==> src/rtl/counter_pkg.sv <==
// Shared constants for the counter family: count direction, boundary mode
// and default sizing used by the blocks that instantiate param_counter.
package counter_pkg;

    localparam int   DEFAULT_WIDTH  = 32;
    localparam int   DEFAULT_STEP_W = 8;

    localparam logic MODE_WRAP = 1'b0;
    localparam logic MODE_SAT  = 1'b1;

    localparam logic DIR_UP    = 1'b1;
    localparam logic DIR_DOWN  = 1'b0;

endpackage : counter_pkg

==> src/rtl/counter_next.sv <==
// Combinational next-count calculation for param_counter: one up/down step
// against an inclusive 0..limit range with wrap or saturate at the ends.
module counter_next
    import counter_pkg::*;
#(
    parameter int WIDTH  = DEFAULT_WIDTH,
    parameter int STEP_W = DEFAULT_STEP_W
) (
    input  logic [WIDTH-1:0]  value_i,
    input  logic              dir_i,
    input  logic [STEP_W-1:0] step_i,
    input  logic [WIDTH-1:0]  limit_i,
    input  logic              mode_i,
    output logic [WIDTH-1:0]  next_value_o,
    output logic              boundary_hit_o
);

    // One spare bit above the wider operand keeps every intermediate exact.
    localparam int CW = ((WIDTH > STEP_W) ? WIDTH : STEP_W) + 1;

    logic [CW-1:0] val_x_s;
    logic [CW-1:0] step_x_s;
    logic [CW-1:0] lim_x_s;
    logic [CW-1:0] lim_p1_s;
    logic [CW-1:0] sum_up_s;
    logic [CW-1:0] wrap_up_s;
    logic [CW-1:0] dn_room_s;

    assign val_x_s   = CW'(value_i);
    assign step_x_s  = CW'(step_i);
    assign lim_x_s   = CW'(limit_i);
    assign lim_p1_s  = lim_x_s + CW'(1'b1);
    assign sum_up_s  = val_x_s + step_x_s;
    assign wrap_up_s = sum_up_s - lim_p1_s;
    assign dn_room_s = val_x_s + lim_p1_s;

    // Select the stepped value and flag whether a range boundary was crossed.
    always_comb begin
        next_value_o   = value_i;
        boundary_hit_o = 1'b0;
        if (step_i == {STEP_W{1'b0}}) begin
            next_value_o   = value_i;
            boundary_hit_o = 1'b0;
        end else if (dir_i == DIR_UP) begin
            if (sum_up_s <= lim_x_s) begin
                next_value_o   = WIDTH'(sum_up_s);
                boundary_hit_o = 1'b0;
            end else begin
                boundary_hit_o = 1'b1;
                if (mode_i == MODE_SAT) begin
                    next_value_o = limit_i;
                end else if (wrap_up_s > lim_x_s) begin
                    // A step wider than the whole range cannot land inside it.
                    next_value_o = limit_i;
                end else begin
                    next_value_o = WIDTH'(wrap_up_s);
                end
            end
        end else begin
            if (step_x_s <= val_x_s) begin
                next_value_o   = WIDTH'(val_x_s - step_x_s);
                boundary_hit_o = 1'b0;
            end else begin
                boundary_hit_o = 1'b1;
                if (mode_i == MODE_SAT) begin
                    next_value_o = {WIDTH{1'b0}};
                end else if (step_x_s > dn_room_s) begin
                    next_value_o = {WIDTH{1'b0}};
                end else begin
                    next_value_o = WIDTH'(dn_room_s - step_x_s);
                end
            end
        end
    end

endmodule : counter_next

==> src/rtl/param_counter.sv <==
// General event/cycle counter: programmable step and limit, up/down, wrap or
// saturate, synchronous clear/load, registered terminal-count and sticky overflow.
module param_counter
    import counter_pkg::*;
#(
    parameter int WIDTH    = DEFAULT_WIDTH,
    parameter int STEP_W   = DEFAULT_STEP_W,
    parameter int SATURATE = 0
) (
    input  logic              clk,
    input  logic              reset_n,
    input  logic              en,
    input  logic              clr,
    input  logic              load,
    input  logic [WIDTH-1:0]  load_val,
    input  logic              dir,
    input  logic [STEP_W-1:0] step,
    input  logic [WIDTH-1:0]  limit,
    output logic [WIDTH-1:0]  value,
    output logic              tc,
    output logic              ovf
);

    localparam logic MODE = (SATURATE != 0) ? MODE_SAT : MODE_WRAP;

    logic [WIDTH-1:0] value_q;
    logic [WIDTH-1:0] value_d;
    logic             tc_q;
    logic             tc_d;
    logic             ovf_q;
    logic             ovf_d;
    logic [WIDTH-1:0] load_clamped_s;
    logic [WIDTH-1:0] next_value_s;
    logic             boundary_hit_s;

    counter_next #(
        .WIDTH  (WIDTH),
        .STEP_W (STEP_W)
    ) u_next (
        .value_i        (value_q),
        .dir_i          (dir),
        .step_i         (step),
        .limit_i        (limit),
        .mode_i         (MODE),
        .next_value_o   (next_value_s),
        .boundary_hit_o (boundary_hit_s)
    );

    assign load_clamped_s = (load_val > limit) ? limit : load_val;

    // Priority mux: clear, then load, then count, otherwise hold.
    always_comb begin
        value_d = value_q;
        tc_d    = 1'b0;
        ovf_d   = ovf_q;
        if (clr) begin
            value_d = {WIDTH{1'b0}};
            tc_d    = 1'b0;
            ovf_d   = 1'b0;
        end else if (load) begin
            value_d = load_clamped_s;
            tc_d    = 1'b0;
            ovf_d   = ovf_q;
        end else if (en) begin
            value_d = next_value_s;
            tc_d    = boundary_hit_s;
            ovf_d   = ovf_q | boundary_hit_s;
        end else begin
            value_d = value_q;
            tc_d    = 1'b0;
            ovf_d   = ovf_q;
        end
    end

    // Count, terminal-count and overflow state registers.
    always_ff @(posedge clk or negedge reset_n) begin
        if (!reset_n) begin
            value_q <= {WIDTH{1'b0}};
            tc_q    <= 1'b0;
            ovf_q   <= 1'b0;
        end else begin
            value_q <= value_d;
            tc_q    <= tc_d;
            ovf_q   <= ovf_d;
        end
    end

    assign value = value_q;
    assign tc    = tc_q;
    assign ovf   = ovf_q;

endmodule : param_counter

==> config.mk <==
export PLATFORM = sky130hd
export DESIGN_NAME = param_counter
export DESIGN_NICKNAME = d
export VERILOG_FILES = /design/src/rtl/counter_pkg.sv /design/src/rtl/counter_next.sv /design/src/rtl/param_counter.sv
export SDC_FILE = /design/constraint.sdc
export NUM_CORES = 1
export LEC_CHECK = 0
export BUFFER_PORTS_ARGS = -buffer_cell sky130_fd_sc_hd__buf_2
export CAP_MARGIN = 15
export CORE_MARGIN = 4
export CORE_UTILIZATION = 40
export DETAILED_ROUTE_END_ITERATION = 8
export PLACE_DENSITY = 0.57
export SLEW_MARGIN = 20
export SYNTH_ARGS = -nofsm -noshare
export SYNTH_HDL_FRONTEND = slang
export SYNTH_HIERARCHICAL = 1
export SYNTH_SLANG_ARGS = --single-unit
==> constraint.sdc <==
create_clock -name clk -period 20.7 [get_ports clk]
set_input_delay 4.14 -clock clk [delete_from_list [all_inputs] [get_ports clk]]
set_output_delay 4.14 -clock clk [all_outputs]
set_load 0.005 [all_outputs]
==> impl_metrics.sql, run 1 <==
INSERT INTO impl_metrics (metric_group, metric, value, unit) VALUES
('synth', 'ys_ff_latch', '34', ''),
('floorplanning', 'die_height', '188', 'um'),
('routing', 'avgViaCountPerCell', '6.26', ''),
('worst_setup_path', 'worst_r2r_endpoint', 'value[6]', ''),
('floorplanning', 'top_level_ports', '112', ''),
('sta', 'max_clock_freq', '79.8', 'MHz'),
('routing', 'first_iter_violations', '1590', ''),
('sta', 'maxSlewHeadroom', '32.4', '%'),
('routing', 'detail_route.wirelength', '51600', 'um'),
('routing', 'drt-pass1-iter-count', '5', ''),
('synth', 'ys_warn_count', '6', ''),
('clock_network', 'cts.clk_slew.worst_paths', '60', 'ps'),
('placed_design', 'hpwl', '43100', 'um'),
('worst_setup_path', 'setup.worst_path.start_class', 'input pin', ''),
('worst_setup_path', 'crit_slowest_cell', 'nor4_1', ''),
('grt', 'grt_max_degree', '66', ''),
('sta', 'worstMarginPinSlew', '1010', 'ps'),
('cells_and_area', 'drive_gt1_share', '12.0', '%'),
('synth', 'ys_types', '99', ''),
('cells_and_area', 'final.fill_count', '3315', ''),
('floorplanning', 'design.core.area', '31800', 'um2'),
('clock_network', 'cts_resized', '0', ''),
('sta', 'period_minus_slack', '12530', 'ps'),
('cells_and_area', 'finalNetCount', '2118', ''),
('worst_setup_path', 'endpoint_kind', 'flop', ''),
('clock_network', 'post_cts_buffers', '0', ''),
('placed_design', 'dpl.cell_count', '2271', ''),
('synth', 'postSynth.topFlopCell', 'dfrtp_1', ''),
('floorplanning', 'die-width', '188', 'um'),
('placed_design', 'globalplace.congestion', '1.02', ''),
('worst_setup_path', 'reg2reg_from', 'value[1]', ''),
('clock_network', 'cts_buffers', '5', ''),
('clock_network', 'cts_num_sinks', '34', ''),
('synth', 'synth-seq-area-share', '6.53', '%'),
('cells_and_area', 'antenna-diode-count', '0', ''),
('routing', 'route.vias.total', '14300', ''),
('worst_setup_path', 'cpPeakStageDelay', '530', 'ps'),
('clock_network', 'max-clock-path-buffers', '2', ''),
('synth', 'syn-instance-count', '1801', ''),
('sta', 'final.period_utilization', '60.5', '%'),
('clock_network', 'cts_root_buf', 'clkbuf_16', ''),
('worst_hold_path', 'hold_ep', 'ovf', ''),
('floorplanning', 'die-area', '35500', 'um2'),
('worst_hold_path', 'whs_path_depth', '1', ''),
('worst_setup_path', 'timing_worst_setup_path_type', 'in -> reg', ''),
('clock_network', 'ctsHtreeMaxLevel', '2', ''),
('sta', 'report.final.setup_viol', '0', ''),
('worst_hold_path', 'hp-class', 'reg -> reg', ''),
('sta', 'rsz0062_at_grt', 'no', ''),
('worst_hold_path', 'hold_start', 'ovf', ''),
('synth', 'avgSynthCellArea', '7.23', 'um2'),
('grt', 'grtUsageTotal', '27.5', '%'),
('sta', 'worst_clock_skew', '3.48', 'ps'),
('floorplanning', 'floorplan.initialDensity', '40.9', '%'),
('worst_setup_path', 'worst_r2r_path_depth', '33', ''),
('grt', 'first_global_vias', '13200', ''),
('run_status', 'status', 'completed', ''),
('worst_setup_path', 'critPathMostFrequentCell', 'a21oi_1', ''),
('pwr', 'cellPowerDensity', '55.3', 'nW/um2'),
('routing', 'detailed_route_wire_length_per_cell', '22.7', 'um'),
('worst_setup_path', 'cp.required', '20830', 'ps'),
('job', 'maxCapViolCount', '0', ''),
('clock_network', 'tritoncts', 'built', ''),
('worst_setup_path', 'r2r_slack', '11780', 'ps'),
('sta', 'setup_total_negative_slack', '0', 'ps'),
('synth', 'number_of_enable_flip_flop_cells_after_synthesis', '0', ''),
('grt', 'initial_antenna_violation_count', '1', ''),
('routing', 'post-route-drc-count', '0', ''),
('cells_and_area', 'post_layout_nonfiller_instances', '2279', ''),
('pwr', 'p_leak', '0.00640', 'uW'),
('clock_network', 'cts.hold.buffers_added', '0', ''),
('synth', 'synth.cell_area', '13000', 'um2'),
('grt', 'global_route_wire_length_before_repair', '77400', 'um'),
('placed_design', 'port_buffers', '111', ''),
('grt', 'global_route.overflow_total', '0', ''),
('sta', 'final-hold-violation-count', '0', ''),
('pwr', 'vdd.ir_drop.worst', '0.0000417', 'V'),
('synth', 'synth_async_sr_flop_share', '100', '%'),
('routing', 'final_antenna_net_count', '0', ''),
('worst_setup_path', 'critPathMaxFanout', '26', ''),
('clock_network', 'clk-insertion-delay-late', '280', 'ps'),
('sta', 'maxSlewViolCount', '0', ''),
('floorplanning', 'core.rowCount', '65', ''),
('worst_setup_path', 'crit_arrival', '12650', 'ps'),
('cells_and_area', 'layout_overhead_on_the_synthesized_area', '7.55', '%');
## synth_stat cells, drive strengths merged, types with 18 or more instances
cell type | number | area [um2]
a211oi | 30 | 248
a21o | 37 | 278
o21a | 20 | 150
dfrtp | 34 | 851
mux2i | 25 | 250
xnor2 | 108 | 946
buf | 21 | 113
mux2 | 31 | 349
or3 | 20 | 130
a31oi | 28 | 175
nor3 | 56 | 295
clkbuf | 65 | 250
nor4 | 22 | 189
nor2b | 27 | 169
a21oi | 150 | 751
o21ai | 151 | 771
o211ai | 22 | 175
nand2 | 102 | 390
inv | 151 | 567
and3 | 18 | 113
nand3 | 77 | 385
ha | 192 | 2400
nand4 | 51 | 355
nor2 | 109 | 409
xor2 | 35 | 307
## metal layers
layer	vias up	global-route usage [%]	part of all wire, %
li1	6780	-	-
met1	6684	40.4	46
met2	729	39.8	40
met3	66	7.54	12
met4	0	6.75	2.5
met5	-	0	0
## power breakdown
part	leakage (uW)	internal, uW	switching (uW)
combinational	0.00588	232	363
clock	0.0000781	56.9	28.1
sequential	0.000443	72.3	23.1
## layout make-up
class | count | area, um2 | share of cell area [%]
Multi-Input combinational cell | 1532 | 11300 | 80.4
Tap cell | 435 | 544 | 3.89
Sequential cell | 34 | 851 | 6.08
Inverter | 151 | 567 | 4.05
Clock inverter | 1 | 30.0 | 0.214
Clock buffer | 7 | 133 | 0.947
Timing Repair Buffer | 119 | 618 | 4.41
## worst max-delay path, delay by kind of cell
kind,cells,cell delay [ps]
AO/OA/AOI/OAI,15,2790
adder cells (fa/ha/maj),3,1090
XOR/XNOR,2,390
buffers and inverters,3,740
multiplexers,2,660
AND/OR/NAND/NOR,11,2800
## metrics by stage
stage          util, %  total power [uW]  instance area (um2)  hold WS (ps)  setup slack [ps]
2_1_floorplan        -               507                13000           478             10280
3_3_place_gp      43.5               664                13800           482              8220
3_5_place_dp      43.5               667                13800           468              8220
4_1_cts           44.0               758                14000           489              8480
5_1_grt           44.0               835                14000           510              7540
6_report          44.0               775                14000           492              8170
## worst max-delay path by stage
stage,from,end,cells past startpoint
6_report,step[1],value[6],36
3_5_place_dp,step[1],value[6],36
4_1_cts,step[1],value[6],36
5_1_grt,step[1],value[6],36
3_3_place_gp,step[1],value[6],36
2_1_floorplan,step[0],value[24],35
## cells in the final DEF, fill, tap and decap left out, types with 7 or more instances in the layout
cell type / count
ha_1: 192
inv_1: 150
a21oi_1: 149
o21ai_0: 128
buf_2: 110
nor2_1: 108
xnor2_1: 108
nand2_1: 101
nand3_1: 77
nor3_1: 53
nand4_1: 48
a21o_1: 37
xor2_1: 35
dfrtp_1: 34
mux2_2: 31
a31oi_1: 28
nor2b_1: 27
a211oi_1: 26
mux2i_1: 25
o211ai_1: 20
o21a_1: 20
o21ai_1: 19
or3_1: 19
and3_1: 18
nor4_1: 18
a221oi_1: 16
nand2b_1: 15
and2_1: 13
a311oi_2: 11
o21bai_1: 10
buf_4: 9
or2_2: 9
a221o_1: 9
a211o_1: 9
o221ai_1: 9
and4_1: 7
a2bb2oi_1: 7
a32oi_1: 7
## state kept, by name (all words and copies together) (netlist names)
name,count
value,32
ovf,1
tc,1
## cells by family (layout without fill, tap and decap cells)
kind of cell | Yosys count | count (layout) | synth area share, %
muxes | 56 | 56 | 4.60
adders and majority gates | 197 | 197 | 19.2
buffers and inverters | 238 | 278 | 7.21
DFF | 34 | 34 | 6.53
and+or+nand+nor | 551 | 551 | 22.6
xor gates and xnor gates | 143 | 143 | 9.62
other | 1 | 4 | 0.0288
AOI/OAI and AO/OA | 581 | 581 | 30.2
Note: power is estimated with default switching activity, not from simulation.
==> run 2: changes to the inputs <==
Settings changed: ABC_AREA set to 1.
Clock period 20.7 ns to 12.83 ns, I/O delays scaled along.
==> run 2 against run 1 <==
Via count up 29%. Worst hold slack better by 41 ps. Power up 100%. Clock power up 48%. Sequential power up 71%. Sequential share of layout area down 1.0 points. Cell count up 50%. Area after synthesis up 22%. Core utilization down 0.65 points. Worst setup slack worse by 5600 ps. Clock skew up 1.6 ps. Critical path depth up 9. Largest power group unchanged.
==> impl_metrics.sql, run 2 <==
INSERT INTO impl_metrics (metric_group, metric, value, unit) VALUES
('run_status', 'status', 'completed', ''),
('clock_network', 'max-clock-path-buffers', '2', ''),
('sta', 'rsz0062_at_grt', 'no', ''),
('clock_network', 'clk-insertion-delay-late', '290', 'ps'),
('floorplanning', 'top_level_ports', '112', ''),
('clock_network', 'cts.clk_slew.worst_paths', '60', 'ps'),
('cells_and_area', 'layout.cells.most_common', 'nand2_1', ''),
('cells_and_area', 'number_of_flip_flops_under_the_largest_register_name', '32', ''),
('routing', 'top_layer_used', 'met4', ''),
('routing', 'metal1_wirelength', '30900', 'um'),
('cells_and_area', 'antenna-diode-count', '0', ''),
('pwr', 'power.sequential.fraction', '10.5', '%'),
('sta', 'report.final.setup_viol', '0', ''),
('placed_design', 'hpwl', '56200', 'um'),
('worst_setup_path', 'critPathMostFrequentCell', 'nand2_1', ''),
('grt', 'global_route.overflow_total', '0', ''),
('routing', 'post-route-drc-count', '0', ''),
('synth', 'synth.top_cells.by_area', 'nand2_1 21%, ha_1 15%, inv_1 12%', ''),
('synth', 'netlist.area_leader.share', '20.8', '%'),
('clock_network', 'cts_root_buf', 'clkbuf_16', ''),
('worst_setup_path', 'crit_arrival', '10430', 'ps'),
('synth', 'synth.cell_area', '15800', 'um2'),
('job', 'maxCapViolCount', '0', ''),
('sta', 'maxSlewViolCount', '0', ''),
('sta', 'max_clock_freq', '97.6', 'MHz'),
('sta', 'setup_total_negative_slack', '0', 'ps'),
('floorplanning', 'die-area', '42800', 'um2'),
('cells_and_area', 'drive_gt1_share', '9.80', '%'),
('sta', 'final-hold-violation-count', '0', ''),
('synth', 'synth-seq-area-share', '5.37', '%'),
('cells_and_area', 'mostFrequentLayoutCells', '877 x nand2_1, 494 x inv_1, 236 x nand3_1', ''),
('grt', 'global_route_wire_length_before_repair', '99100', 'um'),
('worst_setup_path', 'cpPeakStageDelay', '650', 'ps'),
('worst_hold_path', 'hp-class', 'reg -> reg', ''),
('clock_network', 'cts_num_sinks', '34', ''),
('floorplanning', 'design.core.area', '38900', 'um2'),
('clock_network', 'cts_resized', '0', ''),
('sta', 'worst_hold_slack', '532', 'ps'),
('synth', 'number_of_enable_flip_flop_cells_after_synthesis', '0', ''),
('pwr', 'power.share.combinational', '81.3', '%'),
('synth', 'postSynth.topFlopCell', 'dfrtp_1', ''),
('pwr', 'p_int', '604', 'uW'),
('worst_setup_path', 'crit_slowest_cell', 'o21ai_0', ''),
('pwr', 'vdd.ir_drop.worst', '0.0000509', 'V'),
('worst_setup_path', 'critPathMaxFanout', '30', ''),
('grt', 'first_global_vias', '17200', ''),
('routing', 'route.met2.wl', '28400', 'um'),
('placed_design', 'port_buffers', '111', ''),
('pwr', 'cellPowerDensity', '91.5', 'nW/um2'),
('cells_and_area', 'final.fill_count', '4459', ''),
('floorplanning', 'core.rowCount', '72', ''),
('synth', 'avgSynthCellArea', '5.58', 'um2'),
('synth', 'synth_async_sr_flop_share', '100', '%'),
('synth', 'syn-instance-count', '2839', ''),
('worst_setup_path', 'cp.required', '13020', 'ps'),
('pwr', 'p_switching', '942', 'uW'),
('sta', 'maxSlewHeadroom', '25.6', '%'),
('routing', 'met3_length', '3940', 'um'),
('routing', 'first_iter_violations', '1486', ''),
('grt', 'grt_max_degree', '47', ''),
('sta', 'worstMarginPinSlew', '1110', 'ps'),
('sta', 'final.period_utilization', '79.8', '%'),
('routing', 'route.vias.total', '18400', ''),
('routing', 'final_antenna_net_count', '0', ''),
('synth', 'ys_types', '58', ''),
('grt', 'initial_antenna_violation_count', '0', ''),
('clock_network', 'post_cts_buffers', '0', ''),
('worst_setup_path', 'timing_worst_setup_path_type', 'in -> reg', ''),
('grt', 'grtUsageTotal', '29.9', '%'),
('floorplanning', 'die-width', '207', 'um'),
('clock_network', 'tritoncts', 'built', ''),
('routing', 'detailed_route_wire_length_per_cell', '19.1', 'um'),
('synth', 'ys_warn_count', '6', ''),
('sta', 'period_minus_slack', '10240', 'ps'),
('clock_network', 'cts_buffers', '5', ''),
('routing', 'detail_route.wirelength', '65500', 'um'),
('placed_design', 'globalplace.congestion', '0.989', ''),
('pwr', 'p_leak', '0.00988', 'uW'),
('sta', 'worst_clock_skew', '5.09', 'ps'),
('cells_and_area', 'layout_overhead_on_the_synthesized_area', '6.64', '%'),
('routing', 'avgViaCountPerCell', '5.38', ''),
('cells_and_area', 'finalNetCount', '3181', ''),
('pwr', 'share_clk_of_total_power', '8.2', '%'),
('clock_network', 'ctsHtreeMaxLevel', '2', ''),
('pwr', 'p_sw_share', '60.9', '%'),
('worst_setup_path', 'endpoint_kind', 'flop', ''),
('floorplanning', 'floorplan.initialDensity', '40.7', '%'),
('synth', 'synth_top_area_cell', 'nand2_1', ''),
('clock_network', 'cts.hold.buffers_added', '0', ''),
('synth', 'ys_ff_latch', '34', ''),
('floorplanning', 'die_height', '207', 'um'),
('routing', 'drt-pass1-iter-count', '5', ''),
('worst_setup_path', 'setup.worst_path.start_class', 'input pin', ''),
('synth', 'synth.most_common_cell', 'nand2_1', ''),
('synth', 'yosys-top-cells-count', '877 x nand2_1, 494 x inv_1, 236 x nand3_1, 229 x nor2_1, 192 x ha_1', '');
run 2: changes by cell type in the layout (fill, tap and decap cells not counted), moves of 33 or more:
cell	delta
nand2_4	+33
nand2_1	+776
nor2_1	+119
nand3_2	+37
o21ai_0	-53
xnor2_1	-91
nand3_1	+159
xor2_1	+63
inv_1	+344
run 2: kinds of logic after synthesis:
kind of cell | share of synthesized area (%)
simple gates | 48.0
buf+inv | 14.5
fa+ha+maj | 15.8
other cells | 0.0237
xor+xnor | 6.36
flops | 5.37
compound gates | 9.93
run 2: metrics by stage:
| step | util, % | total power (uW) | setup slack, ps | instances | area, um2 |
|---|---|---|---|---|---|
| 6_report | 43.4 | 1550 | 2590 | 3425 | 16900 |
| 5_1_grt | 43.4 | 1700 | 2040 | 3425 | 16900 |
| 4_1_cts | 43.4 | 1520 | 2870 | 3425 | 16900 |
| 3_5_place_dp | 43.0 | 1390 | 2580 | 3417 | 16700 |
| 3_3_place_gp | 43.0 | 1380 | 2670 | 3417 | 16700 |
| 2_1_floorplan | - | 1040 | 4870 | 2840 | 15800 |
run 2: final timing paths:
kind,start,slack [ps],depth (start not counted),endpoint
setup reg to reg,value[2],4520,43,value[0]
max in group asynchronous,reset_n,9890,1,tc
hold reg to reg,ovf,530,2,ovf
hold / removal,ovf,530,2,ovf
setup / recovery,step[1],2590,45,value[0]
min in group asynchronous,reset_n,2370,1,value[29]
run 2: area by class of cell:
class	count	area, um2	share of cell area [%]
inverters	514	1930	11.4
repair buffers	118	608	3.60
well taps	518	648	3.84
flip-flops and latches	34	851	5.04
multi-input cells	2233	12700	75.2
clock buffers	5	125	0.741
clock inverters	3	21.3	0.126
run 2: power groups by stage:
stage	clock network (uW)	logic [uW]	registers, uW
detailed placement	0	1220	163
floorplan	0	900	141
CTS	128	1230	161
global placement	0	1220	163
global route	131	1400	165
finish	126	1260	163
run 2: critical path, delay by kind of cell:
kind            cells  cell delay [ps]
compound gates      6             2080
simple gates       26             3000
xor+xnor            2              590
buf+inv             8             1200
fa+ha+maj           3              950
run 2: metal layers:
metal  GRT usage (%)  vias up
met4            9.40        0
met1            43.7     8516
met5               0        -
met2            47.4      696
li1                -     9141
met3            1.41       87
